$ cat config.mk
export PLATFORM = sky130hd
export DESIGN_NAME = tone_decoder
export DESIGN_NICKNAME = d
export VERILOG_FILES = /design/src/rtl/tone_decoder.sv
export SDC_FILE = /design/constraint.sdc
export NUM_CORES = 1
export LEC_CHECK = 0
export BUFFER_PORTS_ARGS = -buffer_cell sky130_fd_sc_hd__clkbuf_2
export CORE_ASPECT_RATIO = 1.75
export CORE_UTILIZATION = 60
export CTS_CLUSTER_DIAMETER = 100
export DETAILED_ROUTE_END_ITERATION = 12
export PLACE_DENSITY = 0.78
export REMOVE_ABC_BUFFERS = 1
export SYNTH_ARGS = -nofsm -noshare
export SYNTH_HDL_FRONTEND = slang
export SYNTH_SLANG_ARGS = --single-unit
$ cat constraint.sdc
create_clock -name sys_clk -period 6.3 [get_ports sys_clk]
set_input_delay 0.63 -clock sys_clk [delete_from_list [all_inputs] [get_ports sys_clk]]
set_output_delay 0.63 -clock sys_clk [all_outputs]
set_load 0.005 [all_outputs]
$ cat src/rtl/tone_decoder.sv
// tone_decoder: recovers the envelope of a PWM-gated square-wave tone line,
// measures its full period and reports the generator divider code that
// produced it (cand = period/2 - 1), or REST_CODE while the line is silent.
//
// Ports:
//   sys_clk      system clock
//   sys_rst      synchronous active-high reset
//   sound_in     asynchronous 1-bit tone line
//   tone_active  high while a locked tone is present
//   note_target  decoded divider code, or REST_CODE
//   note_valid   one-cycle pulse on every change of note_target
//   period_err   one-cycle pulse when a measured period is out of range
module tone_decoder #(
    parameter int unsigned PWM_WINDOW = 64,
    parameter int unsigned MIN_PERIOD = 90000,
    parameter int unsigned MAX_PERIOD = 1100000,
    parameter int unsigned TOL        = 64,
    parameter logic [31:0] REST_CODE  = 32'hFFFF_FFFF
) (
    input  logic        sys_clk,
    input  logic        sys_rst,
    input  logic        sound_in,
    output logic        tone_active,
    output logic [31:0] note_target,
    output logic        note_valid,
    output logic        period_err
);

    localparam int unsigned CNT_W  = $clog2(MAX_PERIOD + 2);
    localparam int unsigned LOW_W  = $clog2(PWM_WINDOW + 1);
    localparam int unsigned CODE_W = 32;
    localparam int unsigned DIFF_W = 33;

    localparam logic [CNT_W-1:0]  CNT_MIN = CNT_W'(MIN_PERIOD);
    localparam logic [CNT_W-1:0]  CNT_MAX = CNT_W'(MAX_PERIOD);
    localparam logic [CNT_W-1:0]  CNT_SAT = CNT_W'(MAX_PERIOD + 1);
    localparam logic [LOW_W-1:0]  LOW_SAT = LOW_W'(PWM_WINDOW);
    localparam logic [DIFF_W-1:0] TOL_D   = DIFF_W'(TOL);

    typedef enum logic [1:0] {
        SILENT = 2'd0,
        ARM    = 2'd1,
        TRACK  = 2'd2
    } state_e;

    // |a - b| computed in 33-bit signed arithmetic so it never wraps
    function automatic logic [DIFF_W-1:0] abs_diff(input logic [CODE_W-1:0] a,
                                                   input logic [CODE_W-1:0] b);
        logic signed [DIFF_W-1:0] d;
        d = $signed({1'b0, a}) - $signed({1'b0, b});
        return (d < 0) ? DIFF_W'(-d) : DIFF_W'(d);
    endfunction

    logic              sync1_q, sync1_d;
    logic              sync2_q, sync2_d;
    logic [LOW_W-1:0]  low_cnt_q, low_cnt_d;
    logic              env_q, env_d;
    logic              rise_q, rise_d;
    logic [CNT_W-1:0]  cnt_q, cnt_d;
    state_e            state_q, state_d;
    logic [CODE_W-1:0] prev_q, prev_d;
    logic              tone_active_q, tone_active_d;
    logic [CODE_W-1:0] note_target_q, note_target_d;
    logic              note_valid_q, note_valid_d;
    logic              period_err_q, period_err_d;

    logic              s;
    logic              sat;
    logic              in_range;
    logic              too_short;
    logic [CODE_W-1:0] cand;
    logic              match_prev;
    logic              new_note;

    // Front end: synchronizer, envelope, edge detect and period counter
    always_comb begin
        sync1_d   = sound_in;
        sync2_d   = sync1_q;
        s         = sync2_q;

        // Low-run counter bridges the PWM low gaps inside a tone half-period
        if (s) begin
            low_cnt_d = '0;
        end else if (low_cnt_q == LOW_SAT) begin
            low_cnt_d = LOW_SAT;
        end else begin
            low_cnt_d = low_cnt_q + LOW_W'(1);
        end
        env_d     = s | (env_q & (low_cnt_d != LOW_SAT));
        rise_d    = s & ~env_q;

        if (rise_q) begin
            cnt_d = CNT_W'(1);
        end else if (cnt_q == CNT_SAT) begin
            cnt_d = CNT_SAT;
        end else begin
            cnt_d = cnt_q + CNT_W'(1);
        end

        // Silence fires once, on the edge where cnt reaches MAX_PERIOD+1
        sat        = ~rise_q & (cnt_q == CNT_MAX);
        in_range   = (cnt_q >= CNT_MIN) && (cnt_q <= CNT_MAX);
        too_short  = (cnt_q < CNT_MIN);
        cand       = CODE_W'(cnt_q >> 1) - CODE_W'(1);
        match_prev = (abs_diff(cand, prev_q) <= TOL_D);
        new_note   = ~tone_active_q || (abs_diff(cand, note_target_q) > TOL_D);
    end

    // Lock state machine and output word
    always_comb begin
        state_d       = state_q;
        prev_d        = prev_q;
        tone_active_d = tone_active_q;
        note_target_d = note_target_q;
        note_valid_d  = 1'b0;
        period_err_d  = 1'b0;

        if (sat) begin
            state_d       = SILENT;
            period_err_d  = (state_q == TRACK);
            tone_active_d = 1'b0;
            note_target_d = REST_CODE;
            note_valid_d  = (note_target_q != REST_CODE);
        end else if (rise_q) begin
            unique case (state_q)
                SILENT: begin
                    // First rise only starts the measurement
                    state_d = ARM;
                end
                ARM: begin
                    if (in_range) begin
                        prev_d  = cand;
                        state_d = TRACK;
                    end else if (too_short) begin
                        period_err_d = 1'b1;
                    end
                end
                TRACK: begin
                    if (in_range) begin
                        // Publish only when two consecutive periods agree and
                        // the code differs from what is already reported
                        if (match_prev && new_note) begin
                            note_target_d = cand;
                            tone_active_d = 1'b1;
                            note_valid_d  = 1'b1;
                        end
                        prev_d = cand;
                    end else if (too_short) begin
                        period_err_d = 1'b1;
                    end
                end
                default: begin
                    state_d = SILENT;
                end
            endcase
        end
    end

    always_ff @(posedge sys_clk) begin
        if (sys_rst) begin
            sync1_q       <= 1'b0;
            sync2_q       <= 1'b0;
            low_cnt_q     <= '0;
            env_q         <= 1'b0;
            rise_q        <= 1'b0;
            cnt_q         <= '0;
            state_q       <= SILENT;
            prev_q        <= '0;
            tone_active_q <= 1'b0;
            note_target_q <= REST_CODE;
            note_valid_q  <= 1'b0;
            period_err_q  <= 1'b0;
        end else begin
            sync1_q       <= sync1_d;
            sync2_q       <= sync2_d;
            low_cnt_q     <= low_cnt_d;
            env_q         <= env_d;
            rise_q        <= rise_d;
            cnt_q         <= cnt_d;
            state_q       <= state_d;
            prev_q        <= prev_d;
            tone_active_q <= tone_active_d;
            note_target_q <= note_target_d;
            note_valid_q  <= note_valid_d;
            period_err_q  <= period_err_d;
        end
    end

    assign tone_active = tone_active_q;
    assign note_target = note_target_q;
    assign note_valid  = note_valid_q;
    assign period_err  = period_err_q;

endmodule

==> flow_summary.toml <==
[drt]
drc = 0
dr.first_iter.drc_count = 554
drt-total-wl_um = 21600
drtPass1Iterations = 5
antenna_left = 0
detail_route.vias_per_cell = 6.43
drt-wirelength-per-cell_um = 17.6
vias = 7913

[sta]
fin_skew_ns = 0.0128
setup_ws_ns = 0.290
tightest_slew_ns = 1.12
maxSlewViolCount = 0
maxSlewHeadroom = 0.252
fin_crit_ns = 6.01
max_freq_mhz = 166
finalCritPeriodShare = 0.954
setup_viol = 0
hold_viol = 0

[floorplanning]
dieArea_mm2 = 0.0137
start_util = 0.615
fp.dieH_um = 154
io_pins = 38
core_area_mm2 = 0.0129
placementRows = 55
die_w_um = 88.8

[cells_and_area]
n_fill_cell = 1170
n_antenna_cell = 0
nets = 1113
drive_gt1_frac = 0.105
areaGrowthSynthToFinish_pct = 6.77
final_area_mm2 = 0.00845

[pwr]
p_per_area_mw_per_mm2 = 228
irDropWorstVdd_uv = 271
leakagePower_uw = 0.00343
p_total_uw = 1920

[synth]
synth_top_area_cell = "dfxtp_1"
synth_cells = 1050
syn_area_mm2 = 0.00791
synth.area.top_cells = "dfxtp_1, ha_1, nor2_1"
yosys.area.top_type_share = 0.200
ys_seq_area_frac = 0.200
yosysWarnings = 0
synth_cell_types = 98
avgSynthCellArea_um2 = 7.54
synth_enable_flop_cells = 0
async_reset_ff_frac = 0
synthFlopType = "dfxtp_1"
ys_ff_latch = 79

[critical_path]
arrival_ns = 6.23
path_class = "reg2reg"
critPathLaunchType = "flop"
critPathMaxFanout = 23
cpMostUsedCell = "nand2_1"
cp_cell_sequence = "inv_1 > ha_1 > nand2_1 > or3_1 > nor2_1 > nand2_1 > nor4_1 > xor2_1 > ha_2 > a21oi_1 > o21ai_0 > nor2_1 > or4b_1 > a31oi_2 > nand3_2 > or4_1 > a2bb2oi_2 > o2111ai_2 > a311oi_4 > buf_12 > mux2i_1 > nand2_1"
cp_slowest_cell = "or4_1"
ff2ff_setup_slack_ns = 0.29
critPathMaxStageDelay_ns = 0.59
cp-end-kind = "flop"
worstPathRequired_ns = 6.52

[global_routing]
grtUsageTotal = 0.322
grt_max_degree = 37
grt_pass1_vias = 7340
grt_pass1_wl_um = 34900
antenna_found_initial = 0
grt_remaining_overflow = 0

[placement]
placed_area_mm2 = 0.00811
gp_congestion = 0.946
pre_cts_ws_ns = 0.407
numPortBuffers = 37
dp_hpwl_um = 16900

[clocking]
path_clk_slew_ns = 0.07
clk-insertion-delay-late_ns = 0.34
cts_sinks = 79
cts_tree = "built"
cts_max_level = 3
cts_root_buffer = "clkbuf_16"
clk_path_buf_depth = 2
cts_made_buffers = 9

[run_status]
status = "finished clean"

[run]
max-cap-violations = 0

[min_path]
hold_class = "reg2reg"
[layer usage]
| layer | vias to the layer above | share of wire | global-route usage |
|---|---|---|---|
| li1 | 3876 | - | - |
| met1 | 3692 | 0.40 | 0.370 |
| met2 | 279 | 0.49 | 0.552 |
| met3 | 66 | 0.046 | 0.0413 |
| met4 | 0 | 0.063 | 0.196 |
| met5 | - | 0 | 0 |
[synthesized netlist by cell type, drive strengths merged (8+ instances only)]
cell type and count:
a211oi 30, a21o 18, a21oi 58, a31oi 14, and2 16, and3 25, and4 8, buf 24
clkbuf 40, dfxtp 79, ha 54, inv 60, mux2i 27, nand2 91, nand3 34, nand4 24
nor2 116, nor3 32, nor4 16, o2111ai 11, o211ai 16, o21ai 45, or3 12, xnor2 31
xor2 35
[final timing paths]
| check | startpoint | to | depth (start not counted) |
|---|---|---|---|
| setup / recovery | cnt_q[2] | note_target[9] | 22 |
| hold / removal | env_q | rise_q | 1 |
| setup reg to reg | cnt_q[2] | note_target[9] | 22 |
| hold reg to reg | env_q | rise_q | 1 |
[where the power goes]
group | internal [uW] | switching (uW) | total [uW]
clock | 353 | 223 | 576
combinational | 306 | 531 | 838
sequential | 504 | 4.56 | 508
[final cells by class]
class,instances,area (um^2),share of cell area
Timing Repair Buffer,58,355,0.0421
Clock inverter,7,105,0.0124
Tap cell,171,214,0.0253
Sequential cell,79,1580,0.187
Inverter,60,225,0.0267
Multi-Input combinational cell,846,5740,0.680
Clock buffer,9,225,0.0267
[worst max-delay path, delay by kind of cell (launching register included)]
kind,cells,cell delay [ns]
simple gates,10,2.48
compound gates,6,1.39
fa+ha+maj,2,0.64
xor+xnor,1,0.38
flops,1,0.37
buf+inv,2,0.37
mux,1,0.23
[registers in the layout (all words and copies together) (netlist names)]
register / cells
cnt_q: 21
env_q: 1
low_cnt_q: 7
note_target: 21
note_valid: 1
period_err: 1
prev_q: 21
rise_q: 1
s: 1
state_q: 2
sync1_q: 1
tone_active: 1
[timing repair]
| item | CTS | global route |
|---|---|---|
| hold buffers | 0 | 0 |
| endpoints found under the setup margin | 0 | 14 |
| buffers inserted | 0 | 1 |
| resized for setup | 0 | 1 |
[layout by cell type (no fill, tap or decap), types with 4 or more instances in the layout]
cell	count
xor2_1	35
a211o_1	5
xnor2_1	31
a211oi_1	29
inv_1	60
nand3b_1	4
o2111a_1	6
dfxtp_1	79
o31ai_1	7
or4_1	6
nor3_1	31
mux2_2	4
nor4_1	14
clkbuf_2	37
a31oi_1	13
nand3_1	33
nor2_1	115
nand4b_1	5
or3_1	11
and3_1	24
a21boi_0	6
nor2b_1	7
a2111oi_0	4
a21o_1	16
a21oi_1	57
nand2_1	91
nand4_1	24
o21ai_0	44
and2_1	13
and4_1	7
ha_1	53
clkbuf_16	9
buf_4	20
nand2b_1	6
mux2i_1	27
o211ai_1	16
o2111ai_1	10
o21a_1	5
[logic make-up after synthesis]
group,count (synthesis),share of synthesized area
and+or+nand+nor,421,0.274
AOI/OAI and AO/OA,272,0.248
buffers and inverters,125,0.0748
DFF,79,0.200
xor gates and xnor gates,66,0.0731
adders and majority gates,56,0.0904
muxes,31,0.0398
[through the flow]
stage	utilization	instances	TNS, ns	hold WS (ns)
after global routing	0.656	1230	-0.183	0.451
after CTS	0.656	1229	0	0.424
after floorplan	-	985	0	0.396
after detailed placement	0.630	1213	0	0.416
final	0.656	1230	0	0.421
after global placement	0.630	1213	0	0.414
Note: power is estimated with default switching activity, not from simulation.
